File: src/rtl/hazard_ctrl_unit_if.sv
// Pipeline-side bundle for the hazard unit: register addresses and control in,
// stall/flush/forward controls, error flag and perf counters out.
interface hazard_ctrl_unit_if #(
  parameter int RA_W  = 5,
  parameter int CNT_W = 16
);
  logic [RA_W-1:0]  Rs1_D, Rs2_D, Rs1_E, Rs2_E;
  logic [RA_W-1:0]  RD_E, RD_M, RD_W;
  logic             RegWriteM, RegWriteW;
  logic             ResultSrcE, PCSrcE;
  logic             MemAccessM, mem_ready_M;
  logic [1:0]       ForwardAE, ForwardBE;
  logic             StallF, StallD, StallE, StallM;
  logic             FlushD, FlushE, FlushW;
  logic             mem_err;
  logic [CNT_W-1:0] stall_cnt, flush_cnt;

  modport master (
    output Rs1_D, Rs2_D, Rs1_E, Rs2_E, RD_E, RD_M, RD_W,
           RegWriteM, RegWriteW, ResultSrcE, PCSrcE, MemAccessM, mem_ready_M,
    input  ForwardAE, ForwardBE, StallF, StallD, StallE, StallM,
           FlushD, FlushE, FlushW, mem_err, stall_cnt, flush_cnt
  );

  modport slave (
    input  Rs1_D, Rs2_D, Rs1_E, Rs2_E, RD_E, RD_M, RD_W,
           RegWriteM, RegWriteW, ResultSrcE, PCSrcE, MemAccessM, mem_ready_M,
    output ForwardAE, ForwardBE, StallF, StallD, StallE, StallM,
           FlushD, FlushE, FlushW, mem_err, stall_cnt, flush_cnt
  );
endinterface

File: src/rtl/hazard_ctrl_unit.sv
// Hazard unit for the 5-stage pipeline: M/W forwarding, load-use stall, branch flush,
// data-memory wait with timeout release, and saturating stall/flush counters.
module hazard_ctrl_unit #(
  parameter int RA_W        = 5,
  parameter int CNT_W       = 16,
  parameter int MEM_TIMEOUT = 15
) (
  input logic              clk,
  input logic              rst,
  hazard_ctrl_unit_if.slave hz
);

  typedef enum logic [1:0] {S_RUN, S_WAIT, S_ERR} state_e;

  localparam logic [7:0] TIMEOUT = 8'(MEM_TIMEOUT);

  state_e           state_q, state_d;
  logic [7:0]       wait_cnt_q, wait_cnt_d;
  logic             mem_err_q, mem_err_d;
  logic [CNT_W-1:0] stall_cnt_q, stall_cnt_d;
  logic [CNT_W-1:0] flush_cnt_q, flush_cnt_d;

  logic       mem_stall, lw_stall;
  logic [1:0] fwd_a, fwd_b;
  logic       stall_f, stall_d, stall_e, stall_m;
  logic       flush_d, flush_e, flush_w;

  // x0 is never a forwarding source; M-stage result is newer than W, so it wins.
  function automatic logic [1:0] fwd_sel(input logic [RA_W-1:0] rs,
                                         input logic we_m, input logic [RA_W-1:0] rd_m,
                                         input logic we_w, input logic [RA_W-1:0] rd_w);
    if (we_m && rd_m != '0 && rd_m == rs)      return 2'b10;
    else if (we_w && rd_w != '0 && rd_w == rs) return 2'b01;
    else                                       return 2'b00;
  endfunction

  always_comb begin
    // NOTE: every always_comb output gets a default first so no path infers a latch.
    fwd_a   = 2'b00;
    fwd_b   = 2'b00;
    stall_f = 1'b0;
    stall_d = 1'b0;
    stall_e = 1'b0;
    stall_m = 1'b0;
    flush_d = 1'b0;
    flush_e = 1'b0;
    flush_w = 1'b0;

    mem_stall = hz.MemAccessM && !hz.mem_ready_M && (state_q != S_ERR);
    lw_stall  = hz.ResultSrcE && (hz.RD_E != '0) &&
                ((hz.RD_E == hz.Rs1_D) || (hz.RD_E == hz.Rs2_D));

    if (rst) begin
      fwd_a = fwd_sel(hz.Rs1_E, hz.RegWriteM, hz.RD_M, hz.RegWriteW, hz.RD_W);
      fwd_b = fwd_sel(hz.Rs2_E, hz.RegWriteM, hz.RD_M, hz.RegWriteW, hz.RD_W);
      if (mem_stall) begin
        // Whole front end freezes; a taken branch in E resolves after release.
        {stall_f, stall_d, stall_e, stall_m} = 4'b1111;
        flush_w = 1'b1;
      end else if (hz.PCSrcE) begin
        flush_d = 1'b1;
        flush_e = 1'b1;
      end else if (lw_stall) begin
        stall_f = 1'b1;
        stall_d = 1'b1;
        flush_e = 1'b1;
      end
    end
  end

  always_comb begin
    state_d     = state_q;
    wait_cnt_d  = wait_cnt_q;
    mem_err_d   = mem_err_q;
    stall_cnt_d = stall_cnt_q;
    flush_cnt_d = flush_cnt_q;

    case (state_q)
      S_RUN: begin
        if (hz.MemAccessM && !hz.mem_ready_M) begin
          state_d    = S_WAIT;
          wait_cnt_d = 8'd1;
        end
      end
      S_WAIT: begin
        if (hz.mem_ready_M) begin
          state_d    = S_RUN;
          wait_cnt_d = 8'd0;
        end else if (wait_cnt_q == TIMEOUT) begin
          state_d   = S_ERR;
          mem_err_d = 1'b1;
        end else begin
          wait_cnt_d = wait_cnt_q + 8'd1;
        end
      end
      S_ERR: begin
        state_d    = S_RUN;
        wait_cnt_d = 8'd0;
      end
      default: state_d = S_RUN;
    endcase

    if (stall_f && stall_cnt_q != '1) stall_cnt_d = stall_cnt_q + CNT_W'(1);
    if (flush_d && flush_cnt_q != '1) flush_cnt_d = flush_cnt_q + CNT_W'(1);
  end

  always_ff @(posedge clk) begin
    // NOTE: sequential state uses non-blocking assignments so all flops update together.
    if (!rst) begin
      state_q     <= S_RUN;
      wait_cnt_q  <= 8'd0;
      mem_err_q   <= 1'b0;
      stall_cnt_q <= '0;
      flush_cnt_q <= '0;
    end else begin
      state_q     <= state_d;
      wait_cnt_q  <= wait_cnt_d;
      mem_err_q   <= mem_err_d;
      stall_cnt_q <= stall_cnt_d;
      flush_cnt_q <= flush_cnt_d;
    end
  end

  assign hz.ForwardAE = fwd_a;
  assign hz.ForwardBE = fwd_b;
  assign hz.StallF    = stall_f;
  assign hz.StallD    = stall_d;
  assign hz.StallE    = stall_e;
  assign hz.StallM    = stall_m;
  assign hz.FlushD    = flush_d;
  assign hz.FlushE    = flush_e;
  assign hz.FlushW    = flush_w;
  assign hz.mem_err   = mem_err_q;
  assign hz.stall_cnt = stall_cnt_q;
  assign hz.flush_cnt = flush_cnt_q;

endmodule

File: src/flat_wrapper.sv
// flat-port wrapper written by rule: the top's interface ports become plain ports
module hazard_ctrl_unit_flat 
#(
  parameter int RA_W        = 5,
  parameter int CNT_W       = 16,
  parameter int MEM_TIMEOUT = 15
)
  (clk, rst, hz_Rs1_D, hz_Rs2_D, hz_Rs1_E, hz_Rs2_E, hz_RD_E, hz_RD_M, hz_RD_W, hz_RegWriteM, hz_RegWriteW, hz_ResultSrcE, hz_PCSrcE, hz_MemAccessM, hz_mem_ready_M, hz_ForwardAE, hz_ForwardBE, hz_StallF, hz_StallD, hz_StallE, hz_StallM, hz_FlushD, hz_FlushE, hz_FlushW, hz_mem_err, hz_stall_cnt, hz_flush_cnt);
  hazard_ctrl_unit_if #(.RA_W(RA_W), .CNT_W(CNT_W)) hz_i ();
  input logic clk;
  input logic rst;
  input wire logic [$bits(hz_i.Rs1_D)-1:0] hz_Rs1_D;
  input wire logic [$bits(hz_i.Rs2_D)-1:0] hz_Rs2_D;
  input wire logic [$bits(hz_i.Rs1_E)-1:0] hz_Rs1_E;
  input wire logic [$bits(hz_i.Rs2_E)-1:0] hz_Rs2_E;
  input wire logic [$bits(hz_i.RD_E)-1:0] hz_RD_E;
  input wire logic [$bits(hz_i.RD_M)-1:0] hz_RD_M;
  input wire logic [$bits(hz_i.RD_W)-1:0] hz_RD_W;
  input wire logic [$bits(hz_i.RegWriteM)-1:0] hz_RegWriteM;
  input wire logic [$bits(hz_i.RegWriteW)-1:0] hz_RegWriteW;
  input wire logic [$bits(hz_i.ResultSrcE)-1:0] hz_ResultSrcE;
  input wire logic [$bits(hz_i.PCSrcE)-1:0] hz_PCSrcE;
  input wire logic [$bits(hz_i.MemAccessM)-1:0] hz_MemAccessM;
  input wire logic [$bits(hz_i.mem_ready_M)-1:0] hz_mem_ready_M;
  output wire logic [$bits(hz_i.ForwardAE)-1:0] hz_ForwardAE;
  output wire logic [$bits(hz_i.ForwardBE)-1:0] hz_ForwardBE;
  output wire logic [$bits(hz_i.StallF)-1:0] hz_StallF;
  output wire logic [$bits(hz_i.StallD)-1:0] hz_StallD;
  output wire logic [$bits(hz_i.StallE)-1:0] hz_StallE;
  output wire logic [$bits(hz_i.StallM)-1:0] hz_StallM;
  output wire logic [$bits(hz_i.FlushD)-1:0] hz_FlushD;
  output wire logic [$bits(hz_i.FlushE)-1:0] hz_FlushE;
  output wire logic [$bits(hz_i.FlushW)-1:0] hz_FlushW;
  output wire logic [$bits(hz_i.mem_err)-1:0] hz_mem_err;
  output wire logic [$bits(hz_i.stall_cnt)-1:0] hz_stall_cnt;
  output wire logic [$bits(hz_i.flush_cnt)-1:0] hz_flush_cnt;
  assign hz_i.Rs1_D = hz_Rs1_D;
  assign hz_i.Rs2_D = hz_Rs2_D;
  assign hz_i.Rs1_E = hz_Rs1_E;
  assign hz_i.Rs2_E = hz_Rs2_E;
  assign hz_i.RD_E = hz_RD_E;
  assign hz_i.RD_M = hz_RD_M;
  assign hz_i.RD_W = hz_RD_W;
  assign hz_i.RegWriteM = hz_RegWriteM;
  assign hz_i.RegWriteW = hz_RegWriteW;
  assign hz_i.ResultSrcE = hz_ResultSrcE;
  assign hz_i.PCSrcE = hz_PCSrcE;
  assign hz_i.MemAccessM = hz_MemAccessM;
  assign hz_i.mem_ready_M = hz_mem_ready_M;
  assign hz_ForwardAE = hz_i.ForwardAE;
  assign hz_ForwardBE = hz_i.ForwardBE;
  assign hz_StallF = hz_i.StallF;
  assign hz_StallD = hz_i.StallD;
  assign hz_StallE = hz_i.StallE;
  assign hz_StallM = hz_i.StallM;
  assign hz_FlushD = hz_i.FlushD;
  assign hz_FlushE = hz_i.FlushE;
  assign hz_FlushW = hz_i.FlushW;
  assign hz_mem_err = hz_i.mem_err;
  assign hz_stall_cnt = hz_i.stall_cnt;
  assign hz_flush_cnt = hz_i.flush_cnt;
  hazard_ctrl_unit #(.RA_W(RA_W), .CNT_W(CNT_W), .MEM_TIMEOUT(MEM_TIMEOUT)) u_core (.clk(clk), .rst(rst), .hz(hz_i));
endmodule
File: config.mk
export PLATFORM = sky130hd
export DESIGN_NAME = hazard_ctrl_unit_flat
export DESIGN_NICKNAME = d
export VERILOG_FILES = /design/src/rtl/hazard_ctrl_unit_if.sv /design/src/rtl/hazard_ctrl_unit.sv /design/src/flat_wrapper.sv
export SDC_FILE = /design/constraint.sdc
export NUM_CORES = 1
export LEC_CHECK = 0
export ABC_AREA = 1
export ABC_CLOCK_PERIOD_IN_PS = 1850
export BUFFER_PORTS_ARGS = -buffer_cell sky130_fd_sc_hd__buf_2
export CAP_MARGIN = 20
export CORE_MARGIN = 3
export CORE_UTILIZATION = 33
export DETAILED_ROUTE_END_ITERATION = 7
export MAX_ROUTING_LAYER = met4
export PLACE_DENSITY_LB_ADDON = 0.2
export SLEW_MARGIN = 20
export SYNTH_ARGS = -nofsm -noshare
export SYNTH_HDL_FRONTEND = slang
export SYNTH_SLANG_ARGS = --single-unit
File: constraint.sdc
create_clock -name clk -period 1.85 [get_ports clk]
set_input_delay 0.0925 -clock clk [delete_from_list [all_inputs] [get_ports clk]]
set_output_delay 0.0925 -clock clk [all_outputs]
set_load 0.01 [all_outputs]
# [Word-level counts from Yosys, hierarchy flattened]
# Index checks and enable logic that the tools add are counted.
[word_totals] word_cells=72 output_inout_bits=44 regBits=43
[classes] n_reduce_logical=22 bitwise_logic=1 n_mux=26 add_sub_neg=3 n_eq_ne=15
[ops] op="$add A16 B1 Y16 const B" n=2
[ops] op="$ne A16 B16 Y1 const B" n=2
[ops] op="$eq A5 B5 Y1" n=6
[ops] op="$mux W8" n=3
[ops] op="$pmux W8 S3" n=1
[ops] op="$reduce_bool A5 Y1" n=3
[ops] op="$mux W1" n=14
[ops] op="$mux W2" n=7
[ops] op="$logic_and A1 B1 Y1" n=12
[ops] op="$add A8 B1 Y8 const B" n=1
[ops] op="$eq A8 B4 Y1 const B" n=1
[ops] op="$reduce_and A3 Y1" n=2
[ops] op="$pmux W2 S2" n=1
[ops] op="$ne A3 B2 Y1 const B" n=1
[ops] op="$ne A3 B3 Y1 const B" n=1
[ops] op="$reduce_bool A3 Y1" n=1
[ops] op="$eq A2 B1 Y1 const B" n=1
[ops] op="$eq A2 B2 Y1 const B" n=1
[ops] op="$logic_not A2 Y1" n=1
[ops] op="$ne A2 B1 Y1 const B" n=1
[ops] op="$ne A2 B2 Y1 const B" n=1
[ops] op="$reduce_and A2 Y1" n=1
[ops] op="$logic_not A1 Y1" n=1
[ops] op="$logic_or A1 B1 Y1" n=1
[ops] op="$not A1 Y1" n=1

# [Logic depth before layout (Yosys ltp)]
# Gate-level depths: netlist of the first run.
[depth] ltp_word=8 mapped_depth=13

# [Worst setup path after synthesis of the first run]
# Ideal clock, no wire load.
[synth_timing] kind="reg-to-reg" start="register u_core.stall_cnt_q[0] (netlist: u_core.hz.stall_cnt[0])" end="register u_core.stall_cnt_q[0] (netlist: u_core.hz.stall_cnt[0])" setup_time_ns=0.115 path_buffers=1 arrival_time_ns=1.633 path_slack_ns=0.102 synth_period_minus_slack_ns=1.748 path_stages_with_launch=12 cell_sequence="dfxtp_1 > ha_1 > nand2_1 > nor2_2 > nand2_2 > nor2_4 > nand2_2 > nor3_4 > inv_2 > buf_2 > a21oi_1 > nor2_1"
[synth_between] elab_chain_cells=2 elab_cells_between_ends=3
[synth_rtl] element="start, declared" line="hazard_ctrl_unit.sv:20" source="logic [CNT_W-1:0] stall_cnt_q, stall_cnt_d;"
[synth_rtl] element="start signal, assigned" line="hazard_ctrl_unit.sv:119" source="stall_cnt_q <= stall_cnt_d;"
[synth_rtl] element="parallel branches: the longest is 2 deep, another holds $add A16 B1 Y16"
# Several ways; the timed one is not identified.
# A chain may end at the register's enable or synchronous reset.

# [Worst setup path after layout of the first run]
[layout_timing] start="register u_core.state_q[0]" end="output port hz_FlushE"
[layout_between] elab_chain_cells=4
[layout_rtl] element="start, declared" line="hazard_ctrl_unit.sv:17" source="state_e state_q, state_d;"
[layout_rtl] element="start signal, assigned" line="hazard_ctrl_unit.sv:116" source="state_q <= state_d;"
[layout_rtl] element="$ne A2 B2 Y1" line="hazard_ctrl_unit.sv:49" source="mem_stall = hz.MemAccessM && !hz.mem_ready_M && (state_q != S_ERR);"
[layout_rtl] element="$logic_and A1 B1 Y1" line="hazard_ctrl_unit.sv:49"
[layout_rtl] element="$mux W1" line="hazard_ctrl_unit.sv:56" source="if (mem_stall) begin"
[layout_rtl] element="$mux W1" line="hazard_ctrl_unit.sv:53" source="if (rst) begin"
[layout_rtl] element="end, declared" line="flat_wrapper.sv:32" source="output wire logic [$bits(hz_i.FlushE)-1:0] hz_FlushE;"
# No other way between the ends.

==> run_results.csv, run 1 <==
group,metric,value,unit
clock_tree,clk_latency,0.30,ns
timing,max_clock_freq,0.567,GHz
synthesis,yosysTopAreaCell,"dfxtp_1",
global_route,grt_pass1_wl,12.9,mm
clock_tree,cts_max_level,2,
detailed_routing,avgViaCountPerCell,4.78,
detailed_routing,drc_errors,0,
outcome,status,"finished, final reports clean",
synthesis,ys_seq_area_share,29.5,%
global_route,grt-ovfl-total,0,
final_layout,area_delta_synth_final,34.3,%
worst_hold_path,hold_class,"primary input to register",
detailed_routing,first_pass_iters,4,
worst_setup_path,rr_startpoint,"u_core.state_q[0]$_SDFFE_PN0P_",
worst_setup_path,startpoint_type,"register",
worst_setup_path,worstSetupStartpoint,"u_core.state_q[0]$_SDFFE_PN0P_",
clock_tree,clock_sinks,43,
timing,whs,0.133,ns
worst_setup_path,crit_buf_inv,4,
clock_tree,clk_path_buf_depth,2,
synthesis,postSynthCellCount,452,
worst_setup_path,arrival,1.67,ns
detailed_routing,routed_wl,7.78,mm
timing,worst_slew_pin_slew,0.394,ns
worst_setup_path,path_cells,"inv_2, ha_2, nand3b_1, nand2_1, nor2_2, buf_4, inv_1, o21ai_1, buf_2",
final_layout,nNetsFinal,620,
timing,rsz0062_at_grt,"yes",
synthesis,synth_seq_cells,43,
global_route,grt_usage,15.9,%
power,pwr-share-seq,48.3,%
floorplan,initial_utilization,34.8,%
worst_setup_path,cp_max_fo,3,
synthesis,yosysWarnings,0,
worst_setup_path,crit_type,"register to output port",
power,power_switching,0.000530,W
timing,post-route-period-util,95.4,%
floorplan,die_area,10000,um2
clock_tree,hold_buffers,0,
worst_setup_path,crit_end,"hz_FlushE",
global_route,antenna_found_initial,0,
synthesis,synth_area,2920,um2
clock_tree,cts_tree,"yes",
worst_setup_path,critPathMaxStageDelay,0.34,ns
timing,max_slew_margin,73.6,%
timing,hold_viol,0,
power,internal_power,0.00144,W
detailed_routing,wl_per_cell,11.5,um
placement,dp_hpwl,6.11,mm
synthesis,ys_types,39,
placement,io_buffers,86,
timing,maxSlewViolCount,0,
synthesis,avgSynthCellArea,6.46,um2
timing,finClkSkew,0.0124,ns
power,power-per-cell-area,502,nW/um2
clock_tree,clkTransAtPathRegs,0.09,ns
synthesis,synth_nets,502,
floorplan,core,8380,um2
worst_setup_path,path_delay_family,"buffers and inverters",
detailed_routing,drt_iter0_drc,112,
worst_setup_path,crit_path_end_kind,"output port",
synthesis,yosys-top-cells-area,"dfxtp_1 (30%), nand2_1 (13%), nand3_1 (7.0%)",
floorplan,rows,33,
power,leakage,1.81,nW
worst_setup_path,r2r_slack,0.13,ns
timing,finalWorstSetupSlack,0.0854,ns
power,peakVddDrop,274,uV
final_layout,drive_above_1_share,30.6,%
final_layout,final_util,46.8,%
global_route,grt_pass1_vias,2986,
clock_tree,cts-root-buf,"clkbuf_8",
timing,timing.final.crit_period,1.76,ns
final_layout,antennaDiodeCount,0,
worst_setup_path,critPathSlowestCell,"dfxtp_2",
synthesis,synth_edf_count,0,
worst_setup_path,timing.rr.end,"u_core.hz.flush_cnt[10]$_SDFFE_PN0P_",
placement,gp_congestion,0.883,
worst_setup_path,cp.depth,9,
synthesis,yosys.area.top_type_share,29.5,%
floorplan,die_w,100,um
global_route,grt_max_degree,15,
floorplan,num_io_pins,87,
power,switching_share,27.0,%
detailed_routing,vias,3232,
worst_setup_path,reg2reg_depth,11,
floorplan,die_h,100,um
clock_tree,cts_made_buffers,5,
detailed_routing,ant_nets,0,
worst_setup_path,worstPathRequired,1.76,ns
job,maxCapViolCount,0,
synthesis,async_reset_ff_share,0,%
timing,setup_viol,0,
synthesis,yosysMostFrequentCell,"nand2_1",
power,comb_power_share,18.3,%
power,clockPowerShare,33.4,%
synthesis,synth_flop_cell,"dfxtp_1",
synthesis,yosys-top-cells-count,"nand2_1 (99), inv_1 (53), nor2_1 (51)",
placement,pre_cts_ws,-0.0207,ns
[how the worst min path moves through the flow]
stage                                    from                                   end  slack (ns)  depth (start not counted)
2_1_floorplan                             rst  u_core.hz.flush_cnt[15]$_SDFFE_PN0P_        0.26                          2
3_3_place_gp   u_core.hz.mem_err$_SDFFE_PN0N_        u_core.hz.mem_err$_SDFFE_PN0N_        0.45                          2
3_5_place_dp   u_core.hz.mem_err$_SDFFE_PN0N_        u_core.hz.mem_err$_SDFFE_PN0N_        0.44                          2
4_1_cts                                   rst  u_core.hz.stall_cnt[10]$_SDFFE_PN0P_        0.12                          3
5_1_grt                                   rst   u_core.hz.stall_cnt[6]$_SDFFE_PN0P_        0.14                          3
6_report                                  rst   u_core.hz.stall_cnt[6]$_SDFFE_PN0P_        0.13                          3
[routing by layer]
layer  GRT usage (%)  vias to the layer above  part of all wire [%]
li1                -                     1690                     -
met1            20.3                     1424                    47
met2            26.3                      112                    45
met3            2.71                        6                   7.4
met4            3.73                        0                   1.0
met5               -                        -                     0
[power by group through the flow]
stage	logic, W	registers (W)	clock network, W
4_1_cts	0.000334	0.000949	0.000684
3_3_place_gp	0.000326	0.000969	0
6_report	0.000360	0.000951	0.000657
5_1_grt	0.000403	0.000953	0.000719
2_1_floorplan	0.000191	0.000975	0
3_5_place_dp	0.000329	0.000970	0
[metrics by stage]
step | instance area, um2 | setup TNS [ns] | total power, W | cells
2_1_floorplan | 2920 | 0 | 0.00117 | 452
3_3_place_gp | 3600 | 0 | 0.00129 | 656
3_5_place_dp | 3600 | -0.0207 | 0.00130 | 656
4_1_cts | 3720 | 0 | 0.00197 | 664
5_1_grt | 3920 | -0.00916 | 0.00207 | 676
6_report | 3920 | 0 | 0.00197 | 676
[kinds of logic (layout without fill, tap and decap cells)]
group                    after synthesis  after routing  synth area share [%]
AND/OR/NAND/NOR                      234            235                  36.1
buffers and inverters                 75            193                  10.5
AO/OA/AOI/OAI                         62             62                  11.5
flip-flops                            43             43                  29.5
XOR/XNOR                              31             31                  9.31
adder cells (fa/ha/maj)                7              7                  3.00
[placed cells by master (no fill, tap or decap), types with 13 or more instances in the layout]
| cell | netlist | layout |
|---|---|---|
| a21oi_1 | 34 | 33 |
| buf_2 | 6 | 86 |
| buf_4 | 3 | 35 |
| dfxtp_1 | 43 | 39 |
| inv_1 | 53 | 52 |
| nand2_1 | 99 | 94 |
| nand3_1 | 41 | 39 |
| nor2_1 | 51 | 47 |
| nor3_1 | 15 | 14 |
| xnor2_1 | 13 | 13 |
| xor2_1 | 18 | 18 |
[state kept, by name, summed over array words and instances, names as in the netlist]
register and flops:
u_core.hz.flush_cnt 16, u_core.hz.mem_err 1, u_core.hz.stall_cnt 16, u_core.state_q 2, u_core.wait_cnt_q 8
[cell type report]
type                       count  area (um2)
inverter                      61         234
tap                          105         131
sequential                    43         866
timing repair buffer         124         731
multi-input combinational    335        1860
clock buffer                   8         100
fill                         860        4460
[tightest hold or removal path: stages]
cell	delay [ns]
buf_2	0.18
nand2_1	0.09
nor2_1	0.03
[timing repair]
item / CTS / global route
resized for setup: 6 / 30
pin swaps: 0 / 16
endpoints found under the hold margin: 0 / 0
gates cloned: 0 / 1
setup endpoints to repair: 7 / 31
setup buffers: 0 / 11
(Power assumes the default switching activity.)
==> run 2: changes to the inputs <==
Settings changed: ABC_AREA 1 to 0.
==> run 2 against run 1 <==
The run now ends with negative setup slack left. Hold slack improved by 0.096 ns. Critical endpoint is now u_core.hz.stall_cnt[11]$_SDFFE_PN0P_. Maximum frequency fell by 17%. First-iteration DRC count fell by 38%. Highest routed layer unchanged.
==> run_results.csv, run 2 <==
group,metric,value,unit
outcome,status,"complete, but fails checks",
outcome,violations,"negative setup slack",
detailed_routing,avgViaCountPerCell,5.09,
synthesis,synth_edf_count,0,
final_layout,layout_commonest_cell,"buf_2",
power,power-per-cell-area,518,nW/um2
detailed_routing,routed_wl,7.62,mm
floorplan,die_h,94.6,um
placement,post_dp_cell_area,3470,um2
global_route,grt_pass1_wl,12.3,mm
synthesis,synth_seq_cells,43,
synthesis,yosys.area.top_type_share,33.2,%
synthesis,yosysMostFrequentCell,"dfxtp_1",
detailed_routing,ant_nets,0,
timing,worst_slew_pin_slew,0.518,ns
placement,pre_cts_ws,-0.297,ns
timing,finalWorstSetupSlack,-0.279,ns
synthesis,synth_area,2590,um2
synthesis,yosysWarnings,0,
final_layout,area_delta_synth_final,58.6,%
final_layout,drive_above_1_share,45.5,%
global_route,antenna_found_initial,0,
placement,gp_congestion,0.808,
placement,dp_hpwl,5.47,mm
timing,finClkSkew,0.00626,ns
timing,timing.final.crit_period,2.13,ns
timing,hold_viol,0,
final_layout,final_util,55.1,%
job,maxCapViolCount,0,
synthesis,yosys-top-cells-count,"dfxtp_1 (43), xor2_1 (35), nor2_1 (28)",
clock_tree,clock_sinks,43,
floorplan,num_io_pins,87,
synthesis,synth_nets,362,
clock_tree,cts_max_level,2,
final_layout,mostFrequentLayoutCells,"buf_2 (80), buf_4 (52), dfxtp_1 (38)",
worst_setup_path,crit_path_end_kind,"register",
floorplan,die_w,94.6,um
final_layout,nNetsFinal,507,
worst_setup_path,startpoint_type,"register",
synthesis,async_reset_ff_share,0,%
final_layout,fillers,703,
global_route,grt_pass1_vias,2630,
detailed_routing,drc_errors,0,
worst_setup_path,cp_max_fo,14,
detailed_routing,wl_per_cell,13.7,um
clock_tree,hold_buffers,0,
worst_setup_path,worstPathRequired,2.08,ns
timing,setup_viol,38,
timing,max_clock_freq,0.470,GHz
detailed_routing,vias,2828,
final_layout,antennaDiodeCount,0,
global_route,grt-ovfl-total,0,
clock_tree,clkTransAtPathRegs,0.08,ns
floorplan,core,7450,um2
final_layout,postLayoutCellArea,4110,um2
timing,max_slew_margin,65.1,%
detailed_routing,first_pass_iters,4,
global_route,grt_usage,17.3,%
synthesis,avgSynthCellArea,8.30,um2
synthesis,ys_types,42,
floorplan,rows,31,
clock_tree,cts_made_buffers,5,
floorplan,die_area,8950,um2
detailed_routing,drt_iter0_drc,69,
worst_setup_path,crit_type,"register to register",
synthesis,yosysTopAreaCell,"dfxtp_1",
synthesis,ys_seq_area_share,33.2,%
power,leakage,1.75,nW
timing,tns,-5.78,ns
worst_hold_path,hold_class,"primary input to register",
placement,io_buffers,86,
timing,post-route-period-util,115,%
global_route,grt_max_degree,24,
clock_tree,cts-root-buf,"clkbuf_8",
power,peakVddDrop,311,uV
timing,maxSlewViolCount,0,
synthesis,synth_flop_cell,"dfxtp_1",
clock_tree,clk_path_buf_depth,2,
worst_setup_path,arrival,2.36,ns
floorplan,initial_utilization,34.8,%
synthesis,yosys-top-cells-area,"dfxtp_1 (33%), xor2_1 (12%), xnor2_1 (5.4%)",
timing,rsz0062_at_grt,"yes",
power,power,0.00213,W
synthesis,postSynthCellCount,312,
clock_tree,cts_tree,"yes",
clock_tree,clk_latency,0.30,ns
-- run 2: layer usage --
| layer | track usage [%] | vias to the layer above | routed length [um] |
|---|---|---|---|
| met2 | 29.0 | 59 | 3960 |
| li1 | - | 1408 | - |
| met4 | 3.73 | 0 | 97 |
| met3 | 2.55 | 10 | 281 |
| met1 | 22.2 | 1351 | 3280 |
| met5 | - | - | 0 |
-- run 2: logic make-up after synthesis --
family          synth area share (%)
flops                           33.2
xor+xnor                        17.2
compound gates                  10.2
mux                             1.93
simple gates                    30.0
buf+inv                         3.96
fa+ha+maj                       3.38
-- run 2: path summary, 6_finish.rpt --
check | startpoint | endpoint | slack [ns] | cells after the start
max | u_core.state_q[0]$_SDFFE_PN0P_ | u_core.hz.stall_cnt[11]$_SDFFE_PN0P_ | -0.28 | 8
min | hz_mem_ready_M | u_core.state_q[0]$_SDFFE_PN0P_ | 0.23 | 4
max reg2reg | u_core.state_q[0]$_SDFFE_PN0P_ | u_core.hz.stall_cnt[11]$_SDFFE_PN0P_ | -0.28 | 8
min reg2reg | u_core.hz.mem_err$_SDFFE_PN0N_ | u_core.hz.mem_err$_SDFFE_PN0N_ | 0.48 | 2
-- run 2: area by class of cell --
cell class	instances	area [um2]	area share (%)
Multi-Input combinational cell	248	1940	47.2
Timing Repair Buffer	150	1030	25.2
Sequential cell	43	867	21.1
Tap cell	99	124	3.02
Clock buffer	6	72.6	1.77
Inverter	9	38.8	0.945
Clock inverter	1	30.0	0.731
-- run 2: per-stage QoR --
stage / hold WS, ns / instances
3_5_place_dp: 0.462 / 532
4_1_cts: 0.220 / 551
6_report: 0.229 / 556
5_1_grt: 0.248 / 556
2_1_floorplan: 0.297 / 312
3_3_place_gp: 0.456 / 532
-- run 2: power by group --
| part | switching, W | internal, W |
|---|---|---|
| Sequential | 0.0000105 | 0.000939 |
| Clock | 0.000329 | 0.000396 |
| Combinational | 0.000211 | 0.000240 |
-- run 2: critical path, cell delays in order (launching register included) --
cell and delay, ns:
dfxtp_2 0.35, inv_2 0.05, ha_4 0.15, or3b_4 0.39, or2_4 0.26, o31a_1 0.15, buf_12 0.17, or4_1 0.42
a21oi_2 0.13
-- run 2: repair_timing --
item,CTS,global route
cloned,2,0
setup buffers,11,8
hold endpoints to repair,0,0
endpoints found under the setup margin,41,40
resized for setup,37,41
pin swaps,8,19
==> run 3: changes to the inputs <==
Settings changed: SETUP_SLACK_MARGIN from default to 0.3.
==> run 3 against run 2 <==
Wire length fell by 0.43%. Clock skew rose by 0.0030 ns. First-iteration DRC count fell by 2.9%. Critical path type unchanged. Count of clock-buffer cells in the layout is 1 lower. The flow still finishes with violations (negative setup slack). Die area unchanged. Sequential cell count is the same. Setup slack got worse by 0.038 ns. Sequential power barely moved.
==> run_results.csv, run 3 (synthesized netlist as in run 2, its figures left out) <==
group,metric,value,unit
detailed_routing,routed_wl,7.59,mm
global_route,grt_max_degree,24,
worst_setup_path,crit_type,"register to register",
detailed_routing,first_pass_iters,4,
timing,max_slew_margin,71.3,%
worst_setup_path,path_delay_family,"simple AND/OR/NAND/NOR gates",
clock_tree,clk_latency,0.31,ns
worst_setup_path,cp_max_fo,7,
global_route,antenna_found_initial,0,
worst_setup_path,worstPathRequired,2.10,ns
clock_tree,clk_path_buf_depth,2,
floorplan,rows,31,
worst_setup_path,path_cells,"inv_2, ha_4, or3b_1, or2_1, o31a_1, buf_6, buf_16, or4_4, a21oi_2",
worst_setup_path,critPathMaxStageDelay,0.41,ns
final_layout,antennaDiodeCount,0,
global_route,grt-ovfl-total,0,
timing,rsz0062_at_grt,"yes",
final_layout,area_delta_synth_final,60.5,%
timing,whs,0.125,ns
timing,hold_viol,0,
global_route,grt_usage,17.1,%
floorplan,die_w,94.6,um
worst_hold_path,hp-start,"rst",
job,maxCapViolCount,0,
worst_setup_path,reg2reg_depth,9,
detailed_routing,avgViaCountPerCell,4.98,
final_layout,mostFrequentLayoutCells,"buf_2 (78), buf_4 (47), dfxtp_1 (38)",
final_layout,nNetsFinal,502,
worst_hold_path,min_path_cells,2,
outcome,violations,"negative setup slack",
clock_tree,hold_buffers,0,
placement,gp_congestion,0.865,
timing,finClkSkew,0.00921,ns
clock_tree,clock_sinks,43,
floorplan,die_h,94.6,um
final_layout,drive_above_1_share,45.9,%
worst_hold_path,holdPathEnd,"u_core.state_q[1]$_SDFFE_PN0P_",
clock_tree,cts_tree,"yes",
detailed_routing,drt_iter0_drc,67,
placement,post_dp_cell_area,3490,um2
outcome,status,"complete, but fails checks",
clock_tree,clkTransAtPathRegs,0.09,ns
final_layout,fillers,725,
clock_tree,cts_max_level,2,
worst_setup_path,crit_buf_inv,3,
worst_setup_path,critPathSlowestCell,"or4_4",
worst_setup_path,startpoint_type,"register",
final_layout,layout_commonest_cell,"buf_2",
floorplan,die_area,8950,um2
floorplan,core,7450,um2
worst_setup_path,crit_path_end_kind,"register",
floorplan,initial_utilization,34.8,%
power,power,0.00218,W
global_route,grt_pass1_wl,11.9,mm
timing,max_clock_freq,0.462,GHz
final_layout,final_util,55.8,%
timing,worst_slew_pin_slew,0.426,ns
worst_setup_path,rr_startpoint,"u_core.state_q[0]$_SDFFE_PN0P_",
floorplan,num_io_pins,87,
placement,dp_hpwl,5.32,mm
worst_setup_path,arrival,2.42,ns
clock_tree,cts_made_buffers,5,
power,power-per-cell-area,524,nW/um2
final_layout,postLayoutCellArea,4160,um2
timing,maxSlewViolCount,0,
timing,finalWorstSetupSlack,-0.317,ns
detailed_routing,drc_errors,0,
timing,post-route-period-util,117,%
placement,io_buffers,86,
worst_hold_path,hold_class,"primary input to register",
detailed_routing,wl_per_cell,13.8,um
clock_tree,cts-root-buf,"clkbuf_8",
global_route,grt_pass1_vias,2616,
worst_setup_path,timing.rr.end,"u_core.hz.stall_cnt[5]$_SDFFE_PN0P_",
power,leakage,1.77,nW
timing,timing.final.crit_period,2.17,ns
detailed_routing,ant_nets,0,
detailed_routing,vias,2751,
timing,setup_viol,24,
worst_setup_path,r2r_slack,-0.32,ns
power,peakVddDrop,285,uV
[run 3: report_power, final]
group | total (W) | switching (W) | internal [W]
Clock | 0.000760 | 0.000358 | 0.000402
Combinational | 0.000470 | 0.000222 | 0.000248
Sequential | 0.000948 | 0.00000916 | 0.000939
[run 3: area by class of cell]
| class | instances | area (um2) | area share (%) |
|---|---|---|---|
| Clock buffer | 5 | 68.8 | 1.66 |
| Clock inverter | 3 | 43.8 | 1.05 |
| Inverter | 9 | 43.8 | 1.05 |
| Multi-Input combinational cell | 248 | 1990 | 47.9 |
| Sequential cell | 43 | 867 | 20.9 |
| Tap cell | 99 | 124 | 2.98 |
| Timing Repair Buffer | 145 | 1020 | 24.5 |
[run 3: metrics by stage]
stage | setup WS (ns) | TNS (ns) | std cells
6_report | -0.317 | -4.14 | 552
5_1_grt | -0.389 | -6.76 | 552
4_1_cts | -0.306 | -4.01 | 544
3_5_place_dp | -0.240 | -2.73 | 529
3_3_place_gp | -0.205 | -1.87 | 529
2_1_floorplan | -0.173 | -2.20 | 312
[run 3: layer usage]
layer / part of all wire (%) / GRT usage (%) / vias to the layer above
met5: 0 / - / -
met4: 1.6 / 4.93 / 0
met3: 4.8 / 3.35 / 10
met2: 51 / 29.4 / 68
met1: 43 / 20.4 / 1279
li1: - / - / 1394
[run 3: worst max-delay path by stage]
stage	cells past startpoint	endpoint	start	slack (ns)
6_report	9	u_core.hz.stall_cnt[5]$_SDFFE_PN0P_	u_core.state_q[0]$_SDFFE_PN0P_	-0.32
5_1_grt	9	u_core.hz.stall_cnt[5]$_SDFFE_PN0P_	u_core.state_q[0]$_SDFFE_PN0P_	-0.39
4_1_cts	9	u_core.hz.stall_cnt[5]$_SDFFE_PN0P_	u_core.state_q[0]$_SDFFE_PN0P_	-0.31
3_5_place_dp	8	u_core.hz.stall_cnt[9]$_SDFFE_PN0P_	u_core.state_q[0]$_SDFFE_PN0P_	-0.24
3_3_place_gp	8	u_core.hz.stall_cnt[9]$_SDFFE_PN0P_	u_core.state_q[0]$_SDFFE_PN0P_	-0.20
2_1_floorplan	9	u_core.hz.stall_cnt[4]$_SDFFE_PN0P_	u_core.state_q[0]$_SDFFE_PN0P_	-0.17
[run 3: what timing repair did]
| item | in CTS | in global routing |
|---|---|---|
| resized for setup | 47 | 42 |
| setup endpoints to repair | 48 | 50 |
| setup buffers | 5 | 8 |
| gates cloned | 2 | 0 |
| pin swaps | 13 | 22 |
[run 3: worst register-to-register path, delay by kind of cell, from the launching register on]
family / cells / cell delay, ns
AO/OA/AOI/OAI: 2 / 0.29
adder cells (fa/ha/maj): 1 / 0.15
buffers and inverters: 3 / 0.33
flip-flops: 1 / 0.34
AND/OR/NAND/NOR: 3 / 1.00
